<file path="config.mk">
export PLATFORM = sky130hd
export DESIGN_NAME = pcie_cpl_sched_flat
export DESIGN_NICKNAME = d
export VERILOG_FILES = /design/src/rtl/pcie_cpl_sched_pkg.sv /design/src/rtl/pcie_cpl_sched_if.sv /design/src/rtl/pcie_rr_arb.sv /design/src/rtl/pcie_cpl_sched.sv /design/src/flat_wrapper.sv
export SDC_FILE = /design/constraint.sdc
export NUM_CORES = 1
export LEC_CHECK = 0
export ABC_AREA = 1
export CAP_MARGIN = 10
export CORE_MARGIN = 8
export CORE_UTILIZATION = 42
export CTS_CLUSTER_DIAMETER = 40
export DETAILED_ROUTE_END_ITERATION = 16
export PLACE_DENSITY = 0.73
export REMOVE_ABC_BUFFERS = 1
export SETUP_SLACK_MARGIN = 0.2
export SKIP_LAST_GASP = 1
export SLEW_MARGIN = 20
export SYNTH_ARGS = -nofsm -noshare
export SYNTH_HDL_FRONTEND = slang
export SYNTH_HIERARCHICAL = 1
export SYNTH_SLANG_ARGS = --single-unit
</file>
<file path="constraint.sdc">
create_clock -name clk -period 3.9 [get_ports clk]
set_clock_uncertainty 0.1 [all_clocks]
set_input_delay 0.78 -clock clk [delete_from_list [all_inputs] [get_ports clk]]
set_output_delay 0.78 -clock clk [all_outputs]
set_load 0.01 [all_outputs]
</file>
<file path="src/rtl/pcie_cpl_sched_pkg.sv">
// Shared definitions for the PCIe completion scheduler: FSM encodings and defaults.
// Pure declarations, no logic.
package pcie_cpl_sched_pkg;

    typedef enum logic [1:0] {
        ST_IDLE = 2'd0,
        ST_WAIT = 2'd1,
        ST_OFF  = 2'd2
    } sched_state_t;

    localparam int TMO_CYCLES_DEF = 1024;

endpackage

</file>
<file path="src/rtl/pcie_cpl_sched_if.sv">
// Request/grant, TX engine and PCIe cfg power-management signals of the completion scheduler.
// master = scheduler side, slave = requesters / TX engine / PCIe core side.
interface pcie_cpl_sched_if #(
    parameter int N_REQ = 4
);
    logic [N_REQ-1:0] req_i;
    logic [N_REQ-1:0] gnt_o;
    logic             tx_start_o;
    logic             tx_done_i;
    logic             cfg_to_turnoff_n_i;
    logic             cfg_turnoff_ok_n_o;
    logic             busy_o;
    logic             tmo_err_o;

    modport master (
        input  req_i, tx_done_i, cfg_to_turnoff_n_i,
        output gnt_o, tx_start_o, cfg_turnoff_ok_n_o, busy_o, tmo_err_o
    );

    modport slave (
        output req_i, tx_done_i, cfg_to_turnoff_n_i,
        input  gnt_o, tx_start_o, cfg_turnoff_ok_n_o, busy_o, tmo_err_o
    );
endinterface

</file>
<file path="src/rtl/pcie_rr_arb.sv">
// Combinational round-robin picker: first active request at or after ptr, wrapping modulo N_REQ.
// Zero latency; win_oh is all-zero when no request is active.
module pcie_rr_arb #(
    parameter  int N_REQ = 4,
    localparam int IDX_W = $clog2(N_REQ)
) (
    input  logic [N_REQ-1:0] req,
    input  logic [IDX_W-1:0] ptr,
    output logic [N_REQ-1:0] win_oh,
    output logic [IDX_W-1:0] win_idx
);
    logic             found;
    int               cand;
    logic [IDX_W-1:0] cand_idx;

    always_comb begin
        found    = 1'b0;
        win_oh   = '0;
        win_idx  = '0;
        cand     = 0;
        cand_idx = '0;
        for (int k = 0; k < N_REQ; k++) begin
            cand     = (int'(ptr) + k) % N_REQ;
            cand_idx = IDX_W'(cand);
            if (!found && req[cand_idx]) begin
                found            = 1'b1;
                win_idx          = cand_idx;
                win_oh[cand_idx] = 1'b1;
            end
        end
    end
endmodule

</file>
<file path="src/rtl/pcie_cpl_sched.sv">
// Round-robin completion scheduler with in-flight watchdog and PME_Turn_Off quiesce.
// Grant one cycle after request; one completion in flight, requests wait (held level) until granted.
module pcie_cpl_sched
    import pcie_cpl_sched_pkg::*;
#(
    parameter int N_REQ      = 4,
    parameter int TMO_CYCLES = TMO_CYCLES_DEF,
    parameter int TMO_W      = 10
) (
    input  logic             clk,
    input  logic             rst_n,
    pcie_cpl_sched_if.master bus
);
    localparam int               IDX_W   = $clog2(N_REQ);
    localparam logic [TMO_W-1:0] WD_LAST = TMO_W'(TMO_CYCLES - 1);

    sched_state_t     state_q, state_d;
    logic [N_REQ-1:0] gnt_q, gnt_d;
    logic             start_q, start_d;
    logic             ok_n_q, ok_n_d;
    logic             busy_q, busy_d;
    logic             tmo_q, tmo_d;
    logic [IDX_W-1:0] ptr_q, ptr_d;
    logic [TMO_W-1:0] wd_q, wd_d;

    logic [N_REQ-1:0] win_oh;
    logic [IDX_W-1:0] win_idx;

    pcie_rr_arb #(.N_REQ(N_REQ)) u_arb (
        .req     (bus.req_i),
        .ptr     (ptr_q),
        .win_oh  (win_oh),
        .win_idx (win_idx)
    );

    always_ff @(posedge clk or negedge rst_n) begin
        if (!rst_n) begin
            state_q <= ST_IDLE;
            gnt_q   <= '0;
            start_q <= 1'b0;
            ok_n_q  <= 1'b1;
            busy_q  <= 1'b0;
            tmo_q   <= 1'b0;
            ptr_q   <= '0;
            wd_q    <= '0;
        end else begin
            state_q <= state_d;
            gnt_q   <= gnt_d;
            start_q <= start_d;
            ok_n_q  <= ok_n_d;
            busy_q  <= busy_d;
            tmo_q   <= tmo_d;
            ptr_q   <= ptr_d;
            wd_q    <= wd_d;
        end
    end

    always_comb begin
        state_d = state_q;
        gnt_d   = gnt_q;
        start_d = 1'b0;
        ok_n_d  = ok_n_q;
        busy_d  = busy_q;
        tmo_d   = 1'b0;
        ptr_d   = ptr_q;
        wd_d    = wd_q;
        case (state_q)
            ST_IDLE: begin
                // Turn-off is checked first so no new completion starts once quiesce is requested.
                if (!bus.cfg_to_turnoff_n_i) begin
                    state_d = ST_OFF;
                end else if (|bus.req_i) begin
                    gnt_d   = win_oh;
                    start_d = 1'b1;
                    busy_d  = 1'b1;
                    wd_d    = '0;
                    ptr_d   = (int'(win_idx) == N_REQ - 1) ? '0 : win_idx + 1'b1;
                    state_d = ST_WAIT;
                end
            end
            ST_WAIT: begin
                // A done coinciding with the start pulse belongs to no transaction of ours.
                if (bus.tx_done_i && !start_q) begin
                    gnt_d   = '0;
                    busy_d  = 1'b0;
                    state_d = ST_IDLE;
                end else if (wd_q == WD_LAST) begin
                    tmo_d   = 1'b1;
                    gnt_d   = '0;
                    busy_d  = 1'b0;
                    state_d = ST_IDLE;
                end else begin
                    wd_d = wd_q + 1'b1;
                end
            end
            ST_OFF: begin
                if (bus.cfg_to_turnoff_n_i) begin
                    ok_n_d  = 1'b1;
                    state_d = ST_IDLE;
                end else begin
                    ok_n_d = 1'b0;
                end
            end
            default: state_d = ST_IDLE;
        endcase
    end

    assign bus.gnt_o              = gnt_q;
    assign bus.tx_start_o         = start_q;
    assign bus.cfg_turnoff_ok_n_o = ok_n_q;
    assign bus.busy_o             = busy_q;
    assign bus.tmo_err_o          = tmo_q;
endmodule

</file>
<file path="src/flat_wrapper.sv">
// flat-port wrapper written by rule: the top's interface ports become plain ports
module pcie_cpl_sched_flat import pcie_cpl_sched_pkg::*;
#(
    parameter int N_REQ      = 4,
    parameter int TMO_CYCLES = TMO_CYCLES_DEF,
    parameter int TMO_W      = 10
)
  (clk, rst_n, bus_req_i, bus_tx_done_i, bus_cfg_to_turnoff_n_i, bus_gnt_o, bus_tx_start_o, bus_cfg_turnoff_ok_n_o, bus_busy_o, bus_tmo_err_o);
  pcie_cpl_sched_if #(.N_REQ(N_REQ)) bus_i ();
  input  logic clk;
  input  logic rst_n;
  input wire logic [$bits(bus_i.req_i)-1:0] bus_req_i;
  input wire logic [$bits(bus_i.tx_done_i)-1:0] bus_tx_done_i;
  input wire logic [$bits(bus_i.cfg_to_turnoff_n_i)-1:0] bus_cfg_to_turnoff_n_i;
  output wire logic [$bits(bus_i.gnt_o)-1:0] bus_gnt_o;
  output wire logic [$bits(bus_i.tx_start_o)-1:0] bus_tx_start_o;
  output wire logic [$bits(bus_i.cfg_turnoff_ok_n_o)-1:0] bus_cfg_turnoff_ok_n_o;
  output wire logic [$bits(bus_i.busy_o)-1:0] bus_busy_o;
  output wire logic [$bits(bus_i.tmo_err_o)-1:0] bus_tmo_err_o;
  assign bus_i.req_i = bus_req_i;
  assign bus_i.tx_done_i = bus_tx_done_i;
  assign bus_i.cfg_to_turnoff_n_i = bus_cfg_to_turnoff_n_i;
  assign bus_gnt_o = bus_i.gnt_o;
  assign bus_tx_start_o = bus_i.tx_start_o;
  assign bus_cfg_turnoff_ok_n_o = bus_i.cfg_turnoff_ok_n_o;
  assign bus_busy_o = bus_i.busy_o;
  assign bus_tmo_err_o = bus_i.tmo_err_o;
  pcie_cpl_sched #(.N_REQ(N_REQ), .TMO_CYCLES(TMO_CYCLES), .TMO_W(TMO_W)) u_core (.clk(clk), .rst_n(rst_n), .bus(bus_i));
endmodule
</file>
==> out/metrics.cfg <==
[clock_tree]
clk_latency_ns = 0.26
cts_buffer_depth = 2
clock_sinks = 22
cts-root-buf = clkbuf_8
tritoncts = done
cts.clk_slew.worst_paths_ns = 0.08
cts_buffers = 3
cts_setup_buffers = 0
hold_buffers = 0
cts_resized = 0
h-tree-depth = 1

[timing]
hold_ws_ns = 0.337
timing.final.crit_period_ns = 2.48
setup_ws_ns = 1.42
period_share_pct = 63.5
max_freq_mhz = 403
tns_ns = 0
worst_pin_slew_ns = 0.496
hold_viol_final = 0
maxSlewViolCount = 0
rsz0062_at_grt = no
max_slew_margin_pct = 66.9
finalSetupViolations = 0

[global_route]
top_usage_layer = met2
grt-ovfl-total = 0
grt_pass1_wl_mm = 6.11
antenna_found_initial = 0
grt_usage_pct = 11.9
use_met1_pct = 15.8
use_met2_pct = 18.6
met3_usage_pct = 2.28
grt_pass1_vias = 1390
grt_max_degree = 23

[logic_synthesis]
yosysWarnings = 6
synth_edf_count = 0
synth_top_area_cell = dfrtp_1
ys_types = 27
synth_ff_type = dfrtp_1
syn_area_per_cell_um2 = 7.40
async_flop_share_pct = 100
ys_ff_latch = 22
seq_area_frac_synth_pct = 33.9
syn_area_um2 = 1630
netlist_instances = 220
yosys-top-cells-count = 65 x nand2_1, 34 x nand3_1, 21 x dfrtp_1, 19 x inv_1, 19 x nor2_1
synth_top_area_share_pct = 32.3
yosysMostFrequentCell = nand2_1
ys_top_cells_by_area = dfrtp_1 32%, nand2_1 15%, nand3_1 10%, ha_1 5.4%, inv_1 4.4%

[setup_path]
slowest_delay_ns = 0.54
reg2reg_depth = 12
reg2reg_setup_slack_ns = 1.42
crit_required_ns = 3.96
crit_start = u_core/ptr_q[1]
endpoint = u_core/ptr_q[1]
crit_chain = inv_1 -> ha_1 -> inv_1 -> nand3_1 -> nand2_1 -> nand3_1 -> nor2_1 -> nor2_1 -> nor2_1 -> ha_1 -> nand2_1 -> nand2_1
r2r_start = u_core/ptr_q[1]
rr_endpoint = u_core/ptr_q[1]
endpoint_kind = register
cp.arrival_ns = 2.54
cp_max_fo = 7
startpoint_type = register
crit_slowest_cell = dfrtp_1
worstSetupPathType = reg -> reg

[power]
switching_share_pct = 47.6
p_clk_share_pct = 14.3
internal_power_uw = 609
switching_power_uw = 553
power_frac_comb_pct = 56.7
p_total_mw = 1.16
pwr-share-seq_pct = 28.9
leakagePower_nw = 0.923
powerDensity_nw_per_um2 = 624
peakVddDrop_mv = 0.263

[drt]
ant_nets = 0
drc = 0
vias = 1437
wire_per_inst_um = 12.0
routed_via_density = 5.06
drtIter0Drc = 106
routed_wl_mm = 3.42
firstDrtPassIters = 4

[final_layout]
fin_area_um2 = 1860
final_net_count = 252
post-route-util_pct = 50.5
layout-drive-gt1-share_pct = 14.4
diodes = 0
finalNonFillerCells = 284
syn_to_final_growth_pct = 14.3

[placed_design]
place_hpwl_mm = 2.52
gp_congestion = 0.846
dpl.cell_count = 280
placed_area_um2 = 1810
pre_cts_ws_ns = 1.27
port-buffer-count = 15

[floorplanning]
initial_core_util_pct = 44.2
io-pin-count = 16
dieArea_um2 = 6130
rows = 22
coreArea_um2 = 3690
die_w_um = 78.3
die_y_um = 78.3

[status]
outcome = finished clean

[run]
drv_cap = 0

[hold_path]
hold_path.class = reg -> reg

==> registers in the layout (all words and copies together) (netlist names) <==
register / flops
u_core/bus.gnt_o: 4
u_core/ptr_q: 2
u_core/bus.tmo_err_o: 1
u_core/wd_q: 10
u_core/bus.cfg_turnoff_ok_n_o: 1
u_core/state_q: 2
u_core/bus.busy_o: 1
u_core/bus.tx_start_o: 1
==> final cells by class <==
class | instances | area (um^2)
clock buffer | 4 | 55.1
fill | 385 | 1830
inverter | 24 | 95.1
multi-input combinational | 171 | 955
sequential | 22 | 552
tap | 48 | 60.1
timing repair buffer | 15 | 145
==> worst min path at each step <==
stage                            startpoint                            end  slack, ns  cells past startpoint
final                     u_core/state_q[1]  u_core/bus.cfg_turnoff_ok_n_o       0.34                      1
after detailed placement  u_core/state_q[1]  u_core/bus.cfg_turnoff_ok_n_o       0.33                      1
after global placement    u_core/state_q[1]  u_core/bus.cfg_turnoff_ok_n_o       0.32                      1
after global routing      u_core/state_q[1]  u_core/bus.cfg_turnoff_ok_n_o       0.37                      1
after CTS                 u_core/state_q[1]  u_core/bus.cfg_turnoff_ok_n_o       0.34                      1
after floorplan           u_core/state_q[1]  u_core/bus.cfg_turnoff_ok_n_o       0.30                      1
==> critical path, delay by kind of cell, from the launching register on <==
kind	cells	cell delay (ns)
adders and majority gates	2	0.63
buffers and inverters	2	0.36
DFF	1	0.54
and+or+nand+nor	8	0.74
==> power by group through the flow <==
stage | Combinational [mW] | Clock [mW] | Sequential [mW]
CTS | 0.658 | 0.171 | 0.338
detailed placement | 0.653 | 0 | 0.342
floorplan | 0.478 | 0 | 0.340
global placement | 0.645 | 0 | 0.340
finish | 0.659 | 0.166 | 0.336
global route | 0.750 | 0.178 | 0.345
==> cells by family after synthesis <==
| group | count (synthesis) | synth area share, % |
|---|---|---|
| and+or+nand+nor | 138 | 43.3 |
| buffers and inverters | 27 | 7.53 |
| AOI/OAI and AO/OA | 25 | 9.37 |
| DFF | 22 | 33.9 |
| adders and majority gates | 7 | 5.38 |
| xor gates and xnor gates | 1 | 0.538 |
==> layout by cell type (no fill, tap or decap), types with 2 or more instances in the layout <==
| cell type | Yosys | layout |
|---|---|---|
| nor2_4 | 3 | 3 |
| a21oi_1 | 12 | 12 |
| a21boi_0 | 4 | 4 |
| nand3_1 | 34 | 34 |
| inv_2 | 4 | 4 |
| ha_1 | 7 | 7 |
| o21ai_1 | 2 | 2 |
| o21ai_0 | 2 | 2 |
| nand2_2 | 4 | 4 |
| clkdlybuf4s50_1 | 0 | 14 |
| nand2_4 | 4 | 4 |
| nor2_1 | 19 | 19 |
| nand3_4 | 2 | 2 |
| nand3_2 | 3 | 3 |
| nand2_1 | 65 | 65 |
| o21ai_2 | 4 | 4 |
| clkbuf_8 | 0 | 4 |
| inv_1 | 19 | 19 |
| dfrtp_1 | 21 | 21 |
==> per-layer routing <==
metal / vias to the layer above / share of wire (%)
li1: 739 / -
met1: 668 / 50
met2: 25 / 45
met3: 5 / 3.8
met4: 0 / 1.8
met5: - / 0
(Power assumes the default switching activity.)
